## src/rtl/fifo_wr_arbiter.sv

```systemverilog
// Round-robin write-port arbiter in front of a synchronous FIFO.
// A granted producer keeps the port until its last beat so packets never interleave.
module fifo_wr_arbiter #(
  parameter int NREQ   = 4,
  parameter int DATA_W = 16,
  parameter int PTR_W  = 2
) (
  input  logic                   clk,
  input  logic                   reset,
  input  logic [NREQ-1:0]        req_valid,
  input  logic [NREQ-1:0]        req_last,
  input  logic [NREQ*DATA_W-1:0] req_data,
  output logic [NREQ-1:0]        req_ready,
  input  logic                   fullreg,
  output logic                   wr_en,
  output logic [DATA_W-1:0]      din,
  output logic [PTR_W-1:0]       owner,
  output logic                   locked,
  output logic [15:0]            stall_cnt
);

  typedef enum logic [0:0] {
    IDLE = 1'b0,
    LOCK = 1'b1
  } state_t;

  state_t             state_r;
  state_t             state_nxt_s;
  logic [PTR_W-1:0]   rr_ptr_r;
  logic [PTR_W-1:0]   rr_ptr_nxt_s;
  logic [PTR_W-1:0]   owner_r;
  logic [PTR_W-1:0]   owner_nxt_s;
  logic [15:0]        stall_cnt_r;

  logic               found_s;
  logic               hit_s;
  logic [PTR_W-1:0]   win_s;
  logic [PTR_W-1:0]   sel_s;
  logic [PTR_W-1:0]   sel_inc_s;
  logic               grant_s;
  logic               sel_valid_s;
  logic               sel_last_s;
  logic [DATA_W-1:0]  sel_data_s;
  logic               xfer_s;
  logic               stall_s;

  // Winner search: lowest valid index at or above rr_ptr first, then wrap to the lowest below it.
  always_comb begin
    found_s = 1'b0;
    hit_s   = 1'b0;
    win_s   = '0;
    for (int i = 0; i < NREQ; i++) begin
      hit_s   = ~found_s & req_valid[i] & (PTR_W'(i) >= rr_ptr_r);
      win_s   = hit_s ? PTR_W'(i) : win_s;
      found_s = found_s | hit_s;
    end
    for (int i = 0; i < NREQ; i++) begin
      hit_s   = ~found_s & req_valid[i] & (PTR_W'(i) < rr_ptr_r);
      win_s   = hit_s ? PTR_W'(i) : win_s;
      found_s = found_s | hit_s;
    end
  end

  // Selected producer: search winner while idle, the locked owner otherwise.
  always_comb begin
    sel_s       = (state_r == LOCK) ? owner_r : win_s;
    grant_s     = (state_r == LOCK) | found_s;
    sel_valid_s = 1'b0;
    sel_last_s  = 1'b0;
    sel_data_s  = '0;
    for (int i = 0; i < NREQ; i++) begin
      sel_valid_s = (PTR_W'(i) == sel_s) ? req_valid[i] : sel_valid_s;
      sel_last_s  = (PTR_W'(i) == sel_s) ? req_last[i] : sel_last_s;
      sel_data_s  = (PTR_W'(i) == sel_s) ? req_data[i*DATA_W +: DATA_W] : sel_data_s;
    end
    xfer_s    = ~reset & sel_valid_s & ~fullreg;
    stall_s   = sel_valid_s & fullreg;
    sel_inc_s = (sel_s == PTR_W'(NREQ-1)) ? '0 : sel_s + PTR_W'(1);
  end

  // FIFO-facing handshake; everything is held low while reset is asserted.
  always_comb begin
    req_ready = '0;
    for (int i = 0; i < NREQ; i++) begin
      req_ready[i] = ~reset & grant_s & ~fullreg & (PTR_W'(i) == sel_s);
    end
    wr_en = xfer_s;
    din   = xfer_s ? sel_data_s : '0;
  end

  // Next-state logic: lock on a non-last beat, release and advance the pointer on a last beat.
  always_comb begin
    state_nxt_s  = state_r;
    rr_ptr_nxt_s = rr_ptr_r;
    owner_nxt_s  = owner_r;
    case (state_r)
      IDLE: begin
        if (xfer_s) begin
          owner_nxt_s = sel_s;
          if (sel_last_s) begin
            rr_ptr_nxt_s = sel_inc_s;
          end else begin
            state_nxt_s = LOCK;
          end
        end else begin
          state_nxt_s = IDLE;
        end
      end
      LOCK: begin
        if (xfer_s && sel_last_s) begin
          state_nxt_s  = IDLE;
          rr_ptr_nxt_s = sel_inc_s;
        end else begin
          state_nxt_s = LOCK;
        end
      end
      default: begin
        state_nxt_s = IDLE;
      end
    endcase
  end

  // Arbitration state registers.
  always_ff @(posedge clk or posedge reset) begin
    if (reset) begin
      state_r  <= IDLE;
      rr_ptr_r <= '0;
      owner_r  <= '0;
    end else begin
      state_r  <= state_nxt_s;
      rr_ptr_r <= rr_ptr_nxt_s;
      owner_r  <= owner_nxt_s;
    end
  end

  // Saturating count of cycles the selected producer was blocked by a full FIFO.
  always_ff @(posedge clk or posedge reset) begin
    if (reset) begin
      stall_cnt_r <= 16'h0000;
    end else if (stall_s && (stall_cnt_r != 16'hFFFF)) begin
      stall_cnt_r <= stall_cnt_r + 16'd1;
    end else begin
      stall_cnt_r <= stall_cnt_r;
    end
  end

  assign owner     = owner_r;
  assign locked    = (state_r == LOCK);
  assign stall_cnt = stall_cnt_r;

endmodule

```

## config.mk

```make
export PLATFORM = sky130hd
export DESIGN_NAME = fifo_wr_arbiter
export DESIGN_NICKNAME = d
export VERILOG_FILES = /design/src/rtl/fifo_wr_arbiter.sv
export SDC_FILE = /design/constraint.sdc
export NUM_CORES = 1
export LEC_CHECK = 0
export BUFFER_PORTS_ARGS = -buffer_cell sky130_fd_sc_hd__buf_4
export CORE_MARGIN = 3
export CORE_UTILIZATION = 43
export CTS_CLUSTER_SIZE = 25
export DETAILED_ROUTE_END_ITERATION = 10
export PLACE_DENSITY = 0.81
export SLEW_MARGIN = 20
export SYNTH_ARGS = -nofsm -noshare
export SYNTH_HDL_FRONTEND = slang
export SYNTH_SLANG_ARGS = --single-unit
```

## constraint.sdc

```tcl
create_clock -name clk -period 4 [get_ports clk]
set_input_delay 0.4 -clock clk [delete_from_list [all_inputs] [get_ports clk]]
set_output_delay 0.4 -clock clk [all_outputs]
set_load 0.01 [all_outputs]
```

==> out/results.ini, run 1 <==
[setup_path]
timing.critical_path.arrival_ns=3.37
critical_path_buf_inv_count=3
cpLargestDelayFamily=simple AND/OR/NAND/NOR gates
critPathSlowestCell=sky130_fd_sc_hd__or3b_2
critical_path.max_stage_delay_ns=0.49
worst-endpoint-required_ns=3.60
element_type_at_the_critical_path_start=flop
criticalPathCategory=flop to output pin
critical_path_cell_by_cell=or3b_2 -> o221ai_1 -> nor2_1 -> a21oi_1 -> inv_1 -> ha_1 -> buf_4 -> nor2b_1 -> a211oi_4 -> nand2_2 -> nor2_1 -> buf_4
critPathMaxFanout=20
critical_path.endpoint_type=output pin

[power]
power.ir.vdd_worst_mv=0.342
pwr_density_cell_nw_per_um2=655
fin_total_pwr_mw=1.78
power.leakage_nw=1.34

[placed_design]
finalWeightedCongestion=0.955
dp.final_hpwl_um=4580
place_ws_ns=0.284
io_buffer_count=114

[status]
status=finished, final reports clean

[cts]
cts_made_buffers=3
clock_sinks=21
ctsHoldBuffers=0
htree_num_levels=1
later_pin_clock_latency_in_the_skew_report_ns=0.26
clk_pin_slew_worst_paths_ns=0.07
cts_max_path_buffers=2
clock_tree.root_cell=sky130_fd_sc_hd__clkbuf_8
cts_tree=built

[sta]
period_needed_ns=3.77
final_critical_path_setup_slack_ns=0.230
final.setup.tns_ns=0
layout_worst_path_cycle_share=0.942
worst_clock_skew_ns=0.00653
timing.final.hold_violations=0
setup-violations-final=0
worst_slew_pin_slew_ns=0.749
max-slew-margin-rel=0.500
rsz0062_at_grt=no
hold_ws_ns=0.285
clock.fmax_mhz=265
maxSlewViolCount=0

[logic_synthesis]
synth_top_cell_by_area=sky130_fd_sc_hd__dfrtp_1
synth.cells.most_frequent=sky130_fd_sc_hd__nor2_1 (29), sky130_fd_sc_hd__nor3_1 (23), sky130_fd_sc_hd__dfrtp_1 (21)
yosys.cell_types.count=39
synthArstFlopShare=1.00
synth-warning-count=0
synth_sequential_area_ratio=0.295
mappedNetlistArea_um2=1780
synth-edff-count=0
synth-main-ff-cell=sky130_fd_sc_hd__dfrtp_1
synth_area_leaders=sky130_fd_sc_hd__dfrtp_1 (29%), sky130_fd_sc_hd__a221oi_1 (8.4%), sky130_fd_sc_hd__nor2b_1 (7.0%), sky130_fd_sc_hd__nor3_1 (6.5%), sky130_fd_sc_hd__nor2_1 (6.1%)
synth_largest_type_area_fraction=0.295
mappedNetlistNets=305
yosysMostFrequentCell=sky130_fd_sc_hd__nor2_1
syn-instance-count=225
synth_seq_cells=21
postSynthAreaPerCell_um2=7.92

[global_route]
wire_length_of_the_first_global_routing_pass_um=9260
groute.usage.overall=0.224
grt_pass1_vias=1964
overflow=0
grt_max_degree=22
grt_antenna_before_repair=0

[route]
wire_per_inst_um=14.9
routed_length_on_met2_um=2950
detailroute.wirelength.met3_um=293
detail_route.wirelength.met1_um=2320
routed.top_layer=met4
drcViolationCount=0
via_to_cell_ratio=5.29
dr_total_vias=2014
detail_route.iter0.violations=94
detail_route.wirelength_um=5660
drt_first_pass_iters=4
drtAntennaViolNets=0

[final_layout]
final_core_utilization=0.711
fill_cells=336
final_net_count=414
seq_area_um2=526
antennaDiodeCount=0
multiInputGateArea_um2=1140
drive_above_1_share=0.402
synthToLayoutAreaGrowth_pct=52.6

[floorplanning]
chipWidth_um=70.4
site_rows=22
floorplan.initialDensity=0.466
die_area_um2=4950
die_height_um=70.4
io_pins=115
core_area_um2=3830

[hold_path]
hp-class=input port to async pin

[run]
drv_cap=0

## stage by stage
stage          instances  cell area [um2]
2_1_floorplan        225             1780
5_1_grt              381             2720
3_3_place_gp         377             2670
4_1_cts              381             2720
3_5_place_dp         377             2670
6_report             381             2720
## what timing repair did
| action | in CTS | in global routing |
|---|---|---|
| resized for setup | 0 | 1 |
| endpoints found under the setup margin | 0 | 17 |
| buffers inserted | 0 | 0 |
## sequential cells by signal, summed over array words and instances (netlist names), named ones only
name	cells
owner	2
rr_ptr_r	2
stall_cnt	16
## final timing paths
kind | startpoint | cells after the start | endpoint | slack (ns)
min reg2reg | stall_cnt[0] | 1 | stall_cnt[0] | 0.52
min | reset | 2 | stall_cnt[14] | 0.28
min in group clk | stall_cnt[0] | 1 | stall_cnt[0] | 0.52
max | rr_ptr_r[1] | 12 | din[9] | 0.23
max reg2reg | rr_ptr_r[1] | 13 | rr_ptr_r[1] | 0.59
max in group asynchronous | reset | 2 | stall_cnt[11] | 3.24
## layout make-up
class,instances,area share
repair buffers,121,0.334
inverters,10,0.0138
well taps,48,0.0221
clock buffers,4,0.0166
flip-flops and latches,21,0.193
multi-input cells,177,0.420
## where the power goes
part           switching (mW)  total, mW  internal [mW]
Sequential             0.0710      0.340          0.269
Clock                  0.0639      0.135         0.0709
Combinational           0.680       1.31          0.627
## cells by family after synthesis
logic type / after synthesis / synth area share
AO/OA/AOI/OAI: 51 / 0.217
XOR/XNOR: 13 / 0.0639
adder cells (fa/ha/maj): 5 / 0.0351
buffers and inverters: 27 / 0.0653
flip-flops: 21 / 0.295
multiplexers: 6 / 0.0372
AND/OR/NAND/NOR: 102 / 0.287
## layout by cell type (no fill, tap or decap), drive strengths merged, types with 2 or more instances in the layout
| cell type | n |
|---|---|
| a211oi | 2 |
| a21boi | 3 |
| a21oi | 18 |
| a221oi | 17 |
| and2 | 4 |
| buf | 121 |
| clkbuf | 4 |
| dfrtp | 21 |
| ha | 5 |
| inv | 10 |
| mux2 | 5 |
| nand2 | 12 |
| nand3 | 5 |
| nor2 | 29 |
| nor2b | 20 |
| nor3 | 24 |
| o21ai | 3 |
| o31ai | 2 |
| xnor2 | 4 |
| xor2 | 9 |
## layer usage
layer | vias to the layer above | GRT usage
met3 | 8 | 0.0388
met1 | 934 | 0.282
met2 | 58 | 0.396
li1 | 1014 | -
met5 | - | 0
met4 | 0 | 0.0511
No activity file was read; power rests on OpenSTA's default activity.
==> run 2, diff against run 1 <==
Settings changed: CORE_UTILIZATION 43 to 39, PLACE_DENSITY 0.81 to 0.78.
Clock period 4 ns to 3.2 ns, I/O delays scaled along.
==> run 2 against run 1 <==
  * Die area is 9.4% higher
  * Combinational power is 60% higher
  * Register-to-register slack worse by 0.41 ns
  * Via count is 7.7% higher
  * Cell count is 3.7% higher
  * Design area is 9.6% higher
  * Setup slack worse by 0.15 ns
  * Non-clock buffer count is 12 higher
  * Critical path type unchanged
==> out/results.ini, run 2 (synthesis results as in run 1) <==
[final_layout]
layout_common_cells=sky130_fd_sc_hd__buf_4 (127), sky130_fd_sc_hd__nor2_1 (28), sky130_fd_sc_hd__nor3_1 (23)  ; was sky130_fd_sc_hd__buf_4 (121), sky130_fd_sc_hd__nor2_1 (29), sky130_fd_sc_hd__nor3_1 (23)
layoutNonFillerInstCount=395  ; was 381
layout.cells.most_common=sky130_fd_sc_hd__buf_4  ; unchanged
multiInputGateArea_um2=1280  ; was 1140 um2
final_area_um2=2980  ; was 2720 um2
final_core_utilization=0.710  ; was 0.711
final_net_count=426  ; was 414
largest_register_ffs=16  ; unchanged
synthToLayoutAreaGrowth_pct=67.2  ; was 52.6%
drive_above_1_share=0.496  ; was 0.402
fill_cells=337  ; was 336
antennaDiodeCount=0  ; unchanged
seq_area_um2=527  ; was 526 um2

[placed_design]
finalWeightedCongestion=0.846  ; was 0.955
post_dp_cell_area_um2=2700  ; was 2670 um2
placedCellCount=381  ; was 377
io_buffer_count=114  ; unchanged
dp.final_hpwl_um=4760  ; was 4580 um
place_ws_ns=0.171  ; was 0.284 ns

[run]
drv_cap=0  ; unchanged

[sta]
worst_slew_pin_slew_ns=0.797  ; was 0.749 ns
worst_clock_skew_ns=0.00430  ; was 0.00653 ns
maxSlewViolCount=0  ; unchanged
rsz0062_at_grt=yes  ; was no
period_needed_ns=3.12
timing.final.hold_violations=0  ; unchanged
setup-violations-final=0  ; unchanged
final_critical_path_setup_slack_ns=0.0801  ; was 0.230 ns
layout_worst_path_cycle_share=0.975
max-slew-margin-rel=0.468  ; was 0.500
final.setup.tns_ns=0  ; unchanged
clock.fmax_mhz=321

[power]
sw_share=0.462  ; was 0.457
power.leakage_nw=1.46  ; was 1.34 nW
p_int_mw=1.46  ; was 0.967 mW
pwr_density_cell_nw_per_um2=908  ; was 655 nW/um2
power.share.combinational=0.775  ; was 0.734
power.ir.vdd_worst_mv=0.422  ; was 0.342 mV
power.share.clock=0.064  ; was 0.076
sequentialPowerShare=0.161  ; was 0.191
switchingPower_mw=1.25  ; was 0.815 mW

[hold_path]
hp-class=input port to async pin  ; unchanged

[route]
wire_per_inst_um=17.1  ; was 14.9 um
drtAntennaViolNets=0  ; unchanged
drt_first_pass_iters=4  ; unchanged
drcViolationCount=0  ; unchanged
dr_total_vias=2169  ; was 2,014
detail_route.iter0.violations=116  ; was 94
detail_route.wirelength_um=6740  ; was 5660 um
via_to_cell_ratio=5.49  ; was 5.29

[cts]
clock_sinks=21  ; unchanged
cts_made_buffers=3  ; unchanged
cts_tree=built  ; unchanged
cts_max_path_buffers=2  ; unchanged
htree_num_levels=1  ; unchanged
clk_pin_slew_worst_paths_ns=0.08  ; was 0.07 ns
ctsHoldBuffers=0  ; unchanged
later_pin_clock_latency_in_the_skew_report_ns=0.27  ; was 0.26 ns
clock_tree.root_cell=sky130_fd_sc_hd__clkbuf_8  ; unchanged

[global_route]
groute.usage.overall=0.218  ; was 0.224
wire_length_of_the_first_global_routing_pass_um=9330  ; was 9260 um
grt_pass1_vias=1984  ; was 1,964
overflow=0  ; unchanged
grt_antenna_before_repair=0  ; unchanged
grt_max_degree=36  ; was 22

[floorplanning]
io_pins=115  ; unchanged
chipWidth_um=73.6  ; was 70.4 um
die_area_um2=5420  ; was 4950 um2
floorplan.initialDensity=0.424  ; was 0.466
site_rows=23  ; was 22
core_area_um2=4200  ; was 3830 um2
die_height_um=73.6  ; was 70.4 um

[status]
status=finished, final reports clean  ; unchanged

[setup_path]
worst-endpoint-required_ns=2.88  ; was 3.60 ns
timing.critical_path.arrival_ns=2.80  ; was 3.37 ns
critical_path.endpoint_type=output pin  ; unchanged
element_type_at_the_critical_path_start=flop  ; unchanged
criticalPathCategory=flop to output pin  ; unchanged
critPathMaxFanout=6  ; was 20

[run 2: routing by layer]
layer | track usage | routed length, um | vias to the layer above
li1 | - | - | 1043
met1 | 0.285 | 2580 | 1050
met2 | 0.373 | 3720 | 63
met3 | 0.0410 | 330 | 13
met4 | 0.0443 | 106 | 0
met5 | 0 | 0 | -
[run 2: per-stage QoR]
stage	hold WS [ns]	total power, mW
CTS	0.236	2.41
global route	0.283	2.93
detailed placement	0.505	2.11
floorplan	0.297	1.57
global placement	0.502	2.09
finish	0.215	2.71
[run 2: timing repair]
| item | in CTS | in global routing |
|---|---|---|
| pin swaps | 2 | 7 |
| resized for setup | 9 | 28 |
| endpoints found under the setup margin | 16 | 31 |
| gates cloned | 1 | 1 |
| buffers inserted | 4 | 4 |
[run 2: power groups by stage]
| stage | Sequential (mW) | Clock, mW | Combinational [mW] |
|---|---|---|---|
| 2_1_floorplan | 0.429 | 0 | 1.14 |
| 3_3_place_gp | 0.424 | 0 | 1.67 |
| 3_5_place_dp | 0.428 | 0 | 1.68 |
| 4_1_cts | 0.421 | 0.177 | 1.81 |
| 5_1_grt | 0.446 | 0.191 | 2.29 |
| 6_report | 0.435 | 0.174 | 2.10 |
[run 2: cell type report]
class                   instances  area share
multi-input cells             177       0.428
repair buffers                133       0.346
flip-flops and latches         21       0.177
well taps                      50      0.0210
clock buffers                   3      0.0138
inverters                      10      0.0126
clock inverters                 1     0.00168
[run 2: critical path: stages, from the launching register on]
cell and delay (ns):
sky130_fd_sc_hd__dfrtp_2 0.45, sky130_fd_sc_hd__or3b_4 0.41, sky130_fd_sc_hd__o221ai_2 0.09, sky130_fd_sc_hd__nor2_1 0.09
sky130_fd_sc_hd__a21oi_2 0.16, sky130_fd_sc_hd__buf_4 0.15, sky130_fd_sc_hd__ha_2 0.19, sky130_fd_sc_hd__nor2b_4 0.19
sky130_fd_sc_hd__buf_2 0.21, sky130_fd_sc_hd__a221oi_2 0.08, sky130_fd_sc_hd__nor3_1 0.21, sky130_fd_sc_hd__a21oi_1 0.08
sky130_fd_sc_hd__nor2_1 0.10, sky130_fd_sc_hd__buf_4 0.13
[run 2: final timing paths]
path	start	endpoint	slack, ns	cells after the start
worst min-delay path	reset	owner[1]	0.22	2
max in group asynchronous	reset	rr_ptr_r[1]	2.44	2
worst min register to register	stall_cnt[10]	stall_cnt[10]	0.52	1
worst max register to register	rr_ptr_r[1]	stall_cnt[12]	0.18	13
min in group clk	req_last[3]	flop	0.50	5
worst max-delay path	rr_ptr_r[1]	din[4]	0.08	13
